==> src/rtl/fetch_stage.sv <==
// Instruction-fetch stage: drives the imem request/response handshake and
// presents one instruction per slot to decode, with a one-entry skid buffer
// and wrong-path squashing on jump/branch redirects.
module fetch_stage #(
    parameter logic [31:0] RESET_PC = 32'h0000_0000
) (
    input  logic        clk,
    input  logic        reset,
    input  logic        AnyStall,
    input  logic        Jump_ID,
    input  logic [25:0] JumpTgt_ID,
    input  logic        BrTaken_EX,
    input  logic [31:0] BrTgt_EX,
    output logic        IMemReq_IF,
    output logic [31:0] IMemAddr_IF,
    input  logic        IMemAck,
    input  logic        IMemRdValid,
    input  logic [31:0] IMemRdData,
    output logic        FetchValid_IF,
    output logic [31:0] FetchData_IF,
    output logic [31:0] FetchPc_IF
);

    localparam int unsigned XLEN = 32;

    typedef enum logic [1:0] {
        S_IDLE,
        S_REQ,
        S_WAIT,
        S_DROP
    } state_t;

    state_t            state_q, state_d;
    logic [XLEN-1:0]   pc_q, pc_d;
    logic [XLEN-1:0]   req_pc_q, req_pc_d;
    logic              out_valid_q, out_valid_d;
    logic [XLEN-1:0]   out_data_q, out_data_d;
    logic [XLEN-1:0]   out_pc_q, out_pc_d;
    logic              skid_valid_q, skid_valid_d;
    logic [XLEN-1:0]   skid_data_q, skid_data_d;
    logic [XLEN-1:0]   skid_pc_q, skid_pc_d;
    logic              req_q;
    logic [XLEN-1:0]   addr_q;

    logic              consume;
    logic              jump_fire;
    logic              redirect;
    logic              rsp;
    logic              ack;
    logic              jump_carry;
    logic [3:0]        jump_hi;
    logic [XLEN-1:0]   redirect_tgt;

    // Handshake qualifiers and redirect target selection
    always_comb begin
        consume      = out_valid_q && !AnyStall;
        jump_fire    = Jump_ID && consume;
        redirect     = BrTaken_EX || jump_fire;
        rsp          = (state_q == S_WAIT) && IMemRdValid;
        ack          = (state_q == S_REQ) && IMemAck;
        // pc+4 carries into bit 28 only when bits [27:2] are all ones
        jump_carry   = &out_pc_q[27:2];
        jump_hi      = out_pc_q[31:28] + 4'(jump_carry);
        redirect_tgt = BrTaken_EX ? BrTgt_EX : {jump_hi, JumpTgt_ID, 2'b00};
    end

    // Next-state: output slot / skid placement, fetch pc and request FSM
    always_comb begin
        state_d      = state_q;
        pc_d         = pc_q;
        req_pc_d     = req_pc_q;
        out_valid_d  = out_valid_q;
        out_data_d   = out_data_q;
        out_pc_d     = out_pc_q;
        skid_valid_d = skid_valid_q;
        skid_data_d  = skid_data_q;
        skid_pc_d    = skid_pc_q;

        if (consume) begin
            out_valid_d = 1'b0;
        end

        if (redirect) begin
            pc_d         = redirect_tgt & ~XLEN'(3);
            out_valid_d  = 1'b0;
            skid_valid_d = 1'b0;
        end else if (!out_valid_q || consume) begin
            if (skid_valid_q) begin
                out_valid_d  = 1'b1;
                out_data_d   = skid_data_q;
                out_pc_d     = skid_pc_q;
                skid_valid_d = 1'b0;
                if (rsp) begin
                    skid_valid_d = 1'b1;
                    skid_data_d  = IMemRdData;
                    skid_pc_d    = req_pc_q;
                end
            end else if (rsp) begin
                out_valid_d = 1'b1;
                out_data_d  = IMemRdData;
                out_pc_d    = req_pc_q;
            end
        end else if (rsp) begin
            skid_valid_d = 1'b1;
            skid_data_d  = IMemRdData;
            skid_pc_d    = req_pc_q;
        end

        case (state_q)
            S_IDLE: begin
                if (!redirect && !skid_valid_d) begin
                    state_d = S_REQ;
                end
            end
            S_REQ: begin
                if (ack) begin
                    if (redirect) begin
                        state_d = S_DROP;
                    end else begin
                        state_d  = S_WAIT;
                        req_pc_d = pc_q;
                        pc_d     = pc_q + XLEN'(4);
                    end
                end else if (redirect) begin
                    state_d = S_IDLE;
                end
            end
            S_WAIT: begin
                if (redirect) begin
                    state_d = IMemRdValid ? S_IDLE : S_DROP;
                end else if (IMemRdValid) begin
                    state_d = skid_valid_d ? S_IDLE : S_REQ;
                end
            end
            S_DROP: begin
                if (IMemRdValid) begin
                    state_d = S_IDLE;
                end
            end
            default: state_d = S_IDLE;
        endcase
    end

    // State and registered-output update
    always_ff @(posedge clk) begin
        if (reset) begin
            state_q      <= S_IDLE;
            pc_q         <= RESET_PC;
            req_pc_q     <= '0;
            out_valid_q  <= 1'b0;
            out_data_q   <= '0;
            out_pc_q     <= '0;
            skid_valid_q <= 1'b0;
            skid_data_q  <= '0;
            skid_pc_q    <= '0;
            req_q        <= 1'b0;
            addr_q       <= RESET_PC;
        end else begin
            state_q      <= state_d;
            pc_q         <= pc_d;
            req_pc_q     <= req_pc_d;
            out_valid_q  <= out_valid_d;
            out_data_q   <= out_data_d;
            out_pc_q     <= out_pc_d;
            skid_valid_q <= skid_valid_d;
            skid_data_q  <= skid_data_d;
            skid_pc_q    <= skid_pc_d;
            req_q        <= (state_d == S_REQ);
            addr_q       <= pc_d;
        end
    end

    assign IMemReq_IF    = req_q;
    assign IMemAddr_IF   = addr_q;
    assign FetchValid_IF = out_valid_q;
    assign FetchData_IF  = out_data_q;
    assign FetchPc_IF    = out_pc_q;

endmodule
==> config.mk <==
export PLATFORM = sky130hd
export DESIGN_NAME = fetch_stage
export DESIGN_NICKNAME = d
export VERILOG_FILES = /design/src/rtl/fetch_stage.sv
export SDC_FILE = /design/constraint.sdc
export NUM_CORES = 1
export LEC_CHECK = 0
export BUFFER_PORTS_ARGS = -buffer_cell sky130_fd_sc_hd__buf_4
export CORE_MARGIN = 2
export CORE_UTILIZATION = 58
export DETAILED_ROUTE_END_ITERATION = 10
export PLACE_DENSITY = 0.92
export SYNTH_ARGS = -nofsm -noshare
export SYNTH_HDL_FRONTEND = slang
export SYNTH_SLANG_ARGS = --single-unit
==> constraint.sdc <==
create_clock -name clk -period 3.5 [get_ports clk]
set_input_delay 0.7 -clock clk [delete_from_list [all_inputs] [get_ports clk]]
set_output_delay 0.7 -clock clk [all_outputs]
set_load 0.005 [all_outputs]
==> parameters.txt, run 1 <==
Parameter                              Value

Status
  Status ... finished clean

Timing
  Final-report hold violation count ... 0
  Accumulated negative setup slack ... 0 ns
  Worst-case clock skew ... 0.007237 ns
  Final worst path period need ... 2.549 ns
  Unrepaired setup endpoints after global routing ... no
  Transition time at the pin with the least slew margin ... 0.6954 ns
  Maximum clock frequency ... 392.3 MHz
  Headroom to the max-slew limit ... 53.64%
  Hold Worst Slack ... roughly 0.45 ns
  Number of pins with negative max-slew slack in the final report ... 0
  Number of setup violations in the final report ... 0
  Final Cycle Share ... 72.83%

Worst setup path
  Crit Reg-Reg Startpoint ... FetchPc_IF[26]$_SDFFE_PP0P_
  Arrival time at the worst endpoint ... 2.88 ns
  Cells traversed along the worst timing path ... nand4_1 > or4_1 > nor4_1 > buf_4 > ha_1 > ha_1 > xnor2_1 > nor2_1 > a21oi_1 > nor3_1 > a21o_1
  Worst reg2reg path depth ... 11
  Highest net fanout along the worst path ... 3
  Peak per-stage delay on the critical path ... 0.48 ns
  Endpoint of the lowest-slack register-to-register path ... IMemAddr_IF[30]$_SDFF_PP0_
  CP most frequent cell ... sky130_fd_sc_hd__ha_1
  Launching element type of the critical path ... flip-flop
  Critical setup path kind ... flip-flop to flip-flop
  Required time of the worst setup path ... 3.83 ns
  Crit path capture type ... flip-flop
  R2r setup slk ... 0.95 ns
  Slowest stage cell on the critical path ... sky130_fd_sc_hd__or4_1

CTS
  H-Tree Depth ... 4
  Cts-stage hold buffer count ... 0
  Setup fix buffers added after clock tree synthesis ... 0
  Sink count of the clock tree ... 197
  Post-CTS sizing ... 0
  Longest Clk Path Bufs ... 2
  Number of buffers added by the clock tree synthesis step ... 17
  Clk root buf ... sky130_fd_sc_hd__clkbuf_16
  CTS tree ... done
  Insertion delay to the later sink of the worst-skew pair ... 0.43 ns
  Worst-path clk slew ... 0.07 ns

Routing
  Via Count ... about 7.7k
  Drt via density ... 5.834
  Post-detailed-routing wire length ... 22,360 um
  Post-route DRC ... 0
  Antenna viol nets, final ... 0
  DRT iter0 DRCs ... 554
  Wire length per cell after detailed routing ... 16.86 um
  Pre-Repair DR Iteration Count ... 5

Floorplanning
  I/O pin count ... 195
  Initial core utilization ... 59.10%
  Overall die width ... 125.2 um
  Total Die Area ... between 0.015 and 0.02 mm^2
  Row count ... 44
  Y dimension of the die ... 125.2 um
  Area of the core ... 0.01442 mm^2

Logic synthesis
  Share of the yosys chip area belonging to registers ... 46.26%
  Number of instances in the synthesized netlist ... 990
  Fraction of registers with async set/reset ... 0%
  Number of enable flip-flop cells after synthesis ... 0
  Count of unique library cells instantiated by Yosys ... 46
  Main flop type after synthesis ... sky130_fd_sc_hd__dfxtp_1
  Ys Warns ... 0
  Synthesized area per cell ... 8.611 um^2
  Number of storage elements in the synthesis netlist ... ~200
  Netlist Area Pre-Place ... 0.008524 mm^2
  Net count of the mapped netlist ... 1,090

GRT
  Total global-route track usage ... 27.90%
  Overflow left after global routing ... 0
  Initial antenna violation count ... 0
  Via count of the first global-routing pass ... 7,302
  First-pass GRT wire length ... roughly 36,000 um
  Maximum number of pins on one net before global-route repair ... 129

Power and ir drop
  Worst voltage drop across the vdd grid ... around 0.00038 V
  Power density over cell area ... approximately 440 mW/mm^2
  Fraction of power consumed by sequential logic ... slightly above 50%
  Share of total power in the clock network ... 41.8%
  Cell leakage power ... 3.685 nW
  Cell internal power dissipation ... about 3.5 mW
  Combinational share of power ... approximately 7.7%
  Switching portion of total power ... 23.82%
  Net switching power ... 1.107 mW

Finish
  Antenna diode count ... 0
  Number of nets at the end of the flow ... approximately 1.2k
  Commonest non-fill, non-tap cell in the layout ... sky130_fd_sc_hd__nand2_1
  Area overhead of the layout relative to synthesis ... 24.09%
  Final standard cell utilization of the core ... roughly three quarters
  Most frequent cells in the layout ... sky130_fd_sc_hd__nand2_1 (207), sky130_fd_sc_hd__buf_4 (199), sky130_fd_sc_hd__dfxtp_1 (196)
  Layout cell share with drive strength beyond 1 ... between 20% and 30%

Hold path
  Hold_sp ... skid_pc_q[4]$_SDFFE_PP0P_
  Path type of the worst min-delay path ... flip-flop to flip-flop
  Number of cells traversed by the worst hold path ... 2
  Worst hold endpoint ... skid_pc_q[4]$_SDFFE_PP0P_

Place
  DP Wirelength ... approximately 15,000 um
  Routability congestion estimate ... 0.8654
  Buffers on Ports ... ~190

Run
  Number of max-cap violations ... 0
==> synth_stat cells, types with 2 or more instances <==
cell / n / area [um^2]
sky130_fd_sc_hd__a211oi_2: 5 / 62.56
sky130_fd_sc_hd__xnor2_1: 25 / 219.0
sky130_fd_sc_hd__or3_1: 3 / 18.77
sky130_fd_sc_hd__nor4_2: 7 / 87.58
sky130_fd_sc_hd__dfxtp_1: 197 / 3944
sky130_fd_sc_hd__buf_1: 7 / 26.28
sky130_fd_sc_hd__a21oi_1: 100 / 500.5
sky130_fd_sc_hd__nand3_1: 10 / 50.05
sky130_fd_sc_hd__nand2_1: 207 / 777.0
sky130_fd_sc_hd__and3_1: 4 / 25.02
sky130_fd_sc_hd__nor3_1: 8 / 40.04
sky130_fd_sc_hd__buf_4: 4 / 30.03
sky130_fd_sc_hd__ha_1: 3 / 37.54
sky130_fd_sc_hd__and3b_1: 2 / 17.52
sky130_fd_sc_hd__nor3_2: 2 / 20.02
sky130_fd_sc_hd__and2_1: 5 / 31.28
sky130_fd_sc_hd__nor2_1: 78 / 292.8
sky130_fd_sc_hd__buf_2: 24 / 120.1
sky130_fd_sc_hd__nand3_2: 2 / 20.02
sky130_fd_sc_hd__clkbuf_1: 47 / 176.4
sky130_fd_sc_hd__nor2b_1: 23 / 143.9
sky130_fd_sc_hd__o21ai_1: 4 / 20.02
sky130_fd_sc_hd__and4_1: 4 / 35.03
sky130_fd_sc_hd__nand4_1: 9 / 56.30
sky130_fd_sc_hd__o21ai_0: 3 / 15.01
sky130_fd_sc_hd__inv_1: 4 / 15.01
sky130_fd_sc_hd__nor4_1: 2 / 12.51
sky130_fd_sc_hd__a21o_1: 3 / 22.52
sky130_fd_sc_hd__a211oi_1: 106 / 795.8
sky130_fd_sc_hd__nand2_2: 2 / 12.51
sky130_fd_sc_hd__mux2i_1: 72 / 720.7
sky130_fd_sc_hd__xor2_1: 3 / 26.28
sky130_fd_sc_hd__a311oi_1: 2 / 17.52
==> registers in the layout, summed over array words and instances, names as in the netlist <==
register,cells
IMemReq_IF,1
req_pc_q,32
state_q,2
FetchData_IF,32
skid_data_q,32
IMemAddr_IF,32
FetchPc_IF,32
FetchValid_IF,1
skid_valid_q,1
skid_pc_q,32
==> cells by family (layout without fill, tap and decap cells) <==
group	count (synthesis)	after routing	synth area share, %
buffers and inverters	87	239	4.447
DFF	197	197	46.26
muxes	72	72	8.454
and+or+nand+nor	374	374	20.15
xor gates and xnor gates	28	28	2.877
AOI/OAI and AO/OA	229	229	17.36
adders and majority gates	3	3	0.4404
==> critical path, delay by kind of cell, from the launching register on <==
family / cells / cell delay [ns]
compound gates: 2 / 0.32
xor+xnor: 1 / 0.13
simple gates: 5 / 1.13
fa+ha+maj: 2 / 0.32
flops: 1 / 0.36
buf+inv: 1 / 0.17
==> metal layers <==
metal / vias up / share of wire, % / global-route usage, %
li1: 3733 / - / -
met1: 3580 / 40 / 34.14
met2: 365 / 48 / 47.28
met3: 58 / 8.2 / 6.547
met4: 0 / 3.3 / 11.76
met5: - / 0 / 0
==> cell type report <==
| cell class | instances | area, um^2 |
|---|---|---|
| fillers | 1016 | 3846 |
| clock buffers | 20 | 478.0 |
| inverters | 4 | 15.01 |
| clock inverters | 12 | 117.6 |
| well taps | 184 | 230.2 |
| multi-input cells | 706 | 4224 |
| flip-flops and latches | 197 | 3948 |
| repair buffers | 203 | 1565 |
==> per-stage QoR <==
step / cells / instance area, um^2 / power [mW] / worst slack (ns)
after floorplan: 990 / 8524 / 2.551 / 1.344
after global placement: 1294 / 9982 / 2.738 / 1.008
after detailed placement: 1294 / 9982 / 2.750 / 0.9456
after CTS: 1326 / 10580 / 4.660 / 0.9155
after global routing: 1326 / 10580 / 4.787 / 0.7708
final: 1326 / 10580 / 4.649 / 0.9510
==> worst max-delay path by stage <==
stage | to | startpoint | slack (ns)
after global placement | IMemAddr_IF[30]$_SDFF_PP0_ | FetchPc_IF[26]$_SDFFE_PP0P_ | 1.01
final | IMemAddr_IF[30]$_SDFF_PP0_ | FetchPc_IF[26]$_SDFFE_PP0P_ | 0.95
after detailed placement | IMemAddr_IF[30]$_SDFF_PP0_ | FetchPc_IF[26]$_SDFFE_PP0P_ | 0.95
after global routing | IMemAddr_IF[30]$_SDFF_PP0_ | FetchPc_IF[8]$_SDFFE_PP0P_ | 0.77
after CTS | IMemAddr_IF[30]$_SDFF_PP0_ | FetchPc_IF[26]$_SDFFE_PP0P_ | 0.92
after floorplan | IMemAddr_IF[29]$_SDFF_PP0_ | FetchPc_IF[9]$_SDFFE_PP0P_ | 1.34
==> power groups by stage <==
stage	Clock, mW	Combinational [mW]	Sequential, mW
global route	2.05	0.390	2.35
floorplan	0	0.172	2.38
global placement	0	0.346	2.39
detailed placement	0	0.356	2.39
CTS	1.96	0.360	2.34
finish	1.94	0.360	2.35
No activity file was read; power rests on OpenSTA's default activity.
==> inputs of run 2 (changes only) <==
Settings changed: ABC_AREA from default to 1, CORE_UTILIZATION 58 to 49, PLACE_DENSITY 0.92 to 0.83.
Clock period 3.5 ns to 2.22 ns, I/O delays scaled along.
==> run 2 against run 1 <==
  * Via count increased by 9.9%
  * Critical path depth unchanged
  * Wire length increased by 5.3%
  * Worst hold slack got worse by 0.19 ns
  * Final area increased by 2.5%
  * First-iteration DRC count increased by 33%
  * Largest power group unchanged
  * Combinational power increased by 79%
  * Die area increased by 19%
  * Sequential power increased by 58%
  * Power increased by 72%
==> parameters.txt, run 2 <==
Parameter                              Value

Place
  DP Wirelength ... 15,660 um (+6.3%)
  Buffers on Ports ... 192 (unchanged)
  Routability congestion estimate ... 0.9168 (+5.9%)

Logic synthesis
  Area share of the largest cell type after synthesis ... 45.89% (-0.37 points)
  Fraction of registers with async set/reset ... 0% (unchanged)
  Most area-hungry cell type in the Yosys netlist ... sky130_fd_sc_hd__dfxtp_1
  Share of the yosys chip area belonging to registers ... 45.89% (-0.37 points)
  Main flop type after synthesis ... sky130_fd_sc_hd__dfxtp_1
  Number of enable flip-flop cells after synthesis ... 0 (unchanged)
  Ys Warns ... 0 (unchanged)
  Count of unique library cells instantiated by Yosys ... 34 (-26%)
  Net count of the mapped netlist ... 1,298 (+19%)
  Number of instances in the synthesized netlist ... 1,198 (+21%)
  Synthesized area per cell ... 7.173 um^2 (-17%)
  Largest cells by area after synthesis ... sky130_fd_sc_hd__dfxtp_1 (46%), sky130_fd_sc_hd__nand2_1 (13%), sky130_fd_sc_hd__o21ai_0 (8.0%), sky130_fd_sc_hd__nor2_1 (7.4%), sky130_fd_sc_hd__a31oi_1 (5.4%)
  Most used standard cell by instance count after synthesis ... sky130_fd_sc_hd__nand2_1
  Most numerous cell types in the synthesized netlist ... sky130_fd_sc_hd__nand2_1 (291), sky130_fd_sc_hd__dfxtp_1 (197), sky130_fd_sc_hd__nor2_1 (169), sky130_fd_sc_hd__o21ai_0 (138), sky130_fd_sc_hd__a31oi_1 (74)
  Netlist Area Pre-Place ... 0.008593 mm^2 (+0.81%)
  Number of storage elements in the synthesis netlist ... 197 (unchanged)

Timing
  Unrepaired setup endpoints after global routing ... no
  Headroom to the max-slew limit ... 38.85% (-15 points)
  Accumulated negative setup slack ... 0 ns (unchanged)
  Transition time at the pin with the least slew margin ... 0.9163 ns (+0.2209 ns)
  Final worst path period need ... 1.967 ns (-0.5818 ns)
  Worst-case clock skew ... 0.006535 ns (-0.0007023 ns)
  Final-report hold violation count ... 0 (unchanged)
  Number of pins with negative max-slew slack in the final report ... 0 (unchanged)
  Number of setup violations in the final report ... 0 (unchanged)
  Maximum clock frequency ... 508.3 MHz (+30%)
  Final Cycle Share ... 88.61% (+16 points)
  Hold Worst Slack ... 0.2590 ns (-0.1945 ns)

GRT
  Via count of the first global-routing pass ... 7,651 (+4.8%)
  Overflow left after global routing ... 0 (unchanged)
  Maximum number of pins on one net before global-route repair ... 81 (-37%)
  First-pass GRT wire length ... 37,650 um (+5.1%)
  Initial antenna violation count ... 0 (unchanged)
  Total global-route track usage ... 25.33% (-2.6 points)

Worst setup path
  Crit path capture type ... flip-flop
  Highest net fanout along the worst path ... 3 (unchanged)
  Crit. Startpoint ... FetchPc_IF[18]$_SDFFE_PP0P_
  Crit Reg-Reg Startpoint ... FetchPc_IF[18]$_SDFFE_PP0P_
  Required time of the worst setup path ... 2.60 ns (-1.23 ns)
  Arrival time at the worst endpoint ... 2.35 ns (-0.53 ns)
  Launching element type of the critical path ... flip-flop
  Critical setup path kind ... flip-flop to flip-flop

Finish
  Fill cells ... 1,496 (+47%)
  Area overhead of the layout relative to synthesis ... 26.18%
  Most frequent cells in the layout ... sky130_fd_sc_hd__nand2_1 (290), sky130_fd_sc_hd__buf_4 (207), sky130_fd_sc_hd__dfxtp_1 (196)
  Layout cell share with drive strength beyond 1 ... 20.28% (-2.5 points)
  Commonest non-fill, non-tap cell in the layout ... sky130_fd_sc_hd__nand2_1
  Antenna diode count ... 0 (unchanged)
  Number of nets at the end of the flow ... 1,448 (+18%)
  Final standard cell utilization of the core ... 62.91% (-10 points)

CTS
  Clk root buf ... sky130_fd_sc_hd__clkbuf_16
  Setup fix buffers added after clock tree synthesis ... 0 (unchanged)
  Worst-path clk slew ... 0.07 ns (about the same)
  Number of buffers added by the clock tree synthesis step ... 17 (unchanged)
  Sink count of the clock tree ... 197 (unchanged)
  Post-CTS sizing ... 0 (unchanged)
  CTS tree ... done
  H-Tree Depth ... 4 (unchanged)
  Longest Clk Path Bufs ... 2 (unchanged)
  Insertion delay to the later sink of the worst-skew pair ... 0.44 ns (about the same)
  Cts-stage hold buffer count ... 0 (unchanged)

Power and ir drop
  Power density over cell area ... 735.5 mW/mm^2 (+67%)
  Fraction of power consumed by sequential logic ... 46.6% (-3.9 points)
  Share of total power in the clock network ... 45.3% (+3.5 points)
  Switching portion of total power ... 22.71% (-1.1 points)
  Combinational share of power ... 8.1% (+0.4 points)
  Cell leakage power ... 4.532 nW (+23%)
  Net switching power ... 1.811 mW (+64%)
  Worst voltage drop across the vdd grid ... 0.0005695 V (+52%)
  Cell internal power dissipation ... 6.164 mW (+74%)

Routing
  Pre-Repair DR Iteration Count ... 6 (+1)
  DRT iter0 DRCs ... 735 (+33%)
  Antenna viol nets, final ... 0 (unchanged)
  Post-route DRC ... 0 (unchanged)
  Via Count ... 8,504 (+9.9%)
  Post-detailed-routing wire length ... 23,550 um (+5.3%)
  Drt via density ... 5.362 (-8.1%)
  Wire length per cell after detailed routing ... 14.85 um (-12%)

Hold path
  Hold_sp ... IMemRdData[28]
  Path type of the worst min-delay path ... input port to flip-flop

Run
  Number of max-cap violations ... 0 (unchanged)

Floorplanning
  Overall die width ... 136.4 um (+8.9%)
  I/O pin count ... 195 (unchanged)
  Row count ... 48 (+9.1%)
  Initial core utilization ... 49.85% (-9.2 points)
  Y dimension of the die ... 136.4 um (+8.9%)
  Area of the core ... 0.01724 mm^2 (+20%)
  Total Die Area ... 0.01861 mm^2 (+19%)

Status
  Status ... finished clean
-- run 2: power by group through the flow --
stage | combinational (mW) | clock [mW] | sequential [mW]
2_1_floorplan | 0.321 | 0 | 3.77
3_3_place_gp | 0.626 | 0 | 3.79
3_5_place_dp | 0.637 | 0 | 3.79
4_1_cts | 0.642 | 3.64 | 3.72
5_1_grt | 0.717 | 3.79 | 3.73
6_report | 0.643 | 3.61 | 3.72
-- run 2: through the flow --
| step | instances | setup WS, ns | instance area, um^2 | power [mW] |
|---|---|---|---|---|
| 2_1_floorplan | 1198 | 0.6323 | 8593 | 4.091 |
| 3_3_place_gp | 1554 | 0.2340 | 10140 | 4.418 |
| 3_5_place_dp | 1554 | 0.1045 | 10140 | 4.432 |
| 4_1_cts | 1586 | 0.2648 | 10840 | 7.997 |
| 5_1_grt | 1586 | 0.1112 | 10840 | 8.231 |
| 6_report | 1586 | 0.2528 | 10840 | 7.975 |
-- run 2: worst max-delay path: stages (launching register included) --
cell and delay (ns):
sky130_fd_sc_hd__dfxtp_1 0.36, sky130_fd_sc_hd__nand4_1 0.11, sky130_fd_sc_hd__nor3_1 0.33, sky130_fd_sc_hd__and2_1 0.25, sky130_fd_sc_hd__ha_1 0.19, sky130_fd_sc_hd__nand3_1 0.09, sky130_fd_sc_hd__xor2_1 0.15, sky130_fd_sc_hd__nand2_1 0.05
sky130_fd_sc_hd__o21ai_0 0.07, sky130_fd_sc_hd__o21ai_0 0.15, sky130_fd_sc_hd__o21ai_0 0.10, sky130_fd_sc_hd__inv_1 0.05
-- run 2: logic make-up (layout without fill, tap and decap cells) --
kind of cell | Yosys count | after routing | share of synthesized area (%)
AO/OA/AOI/OAI | 310 | 310 | 19.20
XOR/XNOR | 14 | 14 | 1.427
adder cells (fa/ha/maj) | 3 | 3 | 0.4369
buffers and inverters | 139 | 302 | 7.076
flip-flops | 197 | 197 | 45.89
AND/OR/NAND/NOR | 535 | 535 | 25.96
-- run 2: layout make-up --
cell class,count,area (um^2),share of cell area [%]
well taps,225,281.5,2.596
repair buffers,212,1654,15.26
flip-flops and latches,197,3945,36.38
inverters,58,220.2,2.031
clock inverters,15,272.8,2.516
clock buffers,17,425.4,3.923
multi-input cells,862,4044,37.30
-- run 2: routing by layer --
layer / up-vias / GRT usage [%] / part of all wire, %
met3: 46 / 4.959 / 6.4
met5: - / 0 / 0
met2: 304 / 40.95 / 47
li1: 4262 / - / -
met1: 3892 / 34.26 / 44
met4: 0 / 7.639 / 1.8
-- run 2: final timing paths --
| path | end | slack (ns) | depth (start not counted) |
|---|---|---|---|
| max reg2reg | IMemAddr_IF[31]$_SDFF_PP0_ | 0.25 | 11 |
| max | IMemAddr_IF[31]$_SDFF_PP0_ | 0.25 | 11 |
| min | skid_data_q[28]$_SDFFE_PP0P_ | 0.26 | 3 |
| min reg2reg | FetchData_IF[31]$_SDFFE_PP0P_ | 0.47 | 2 |
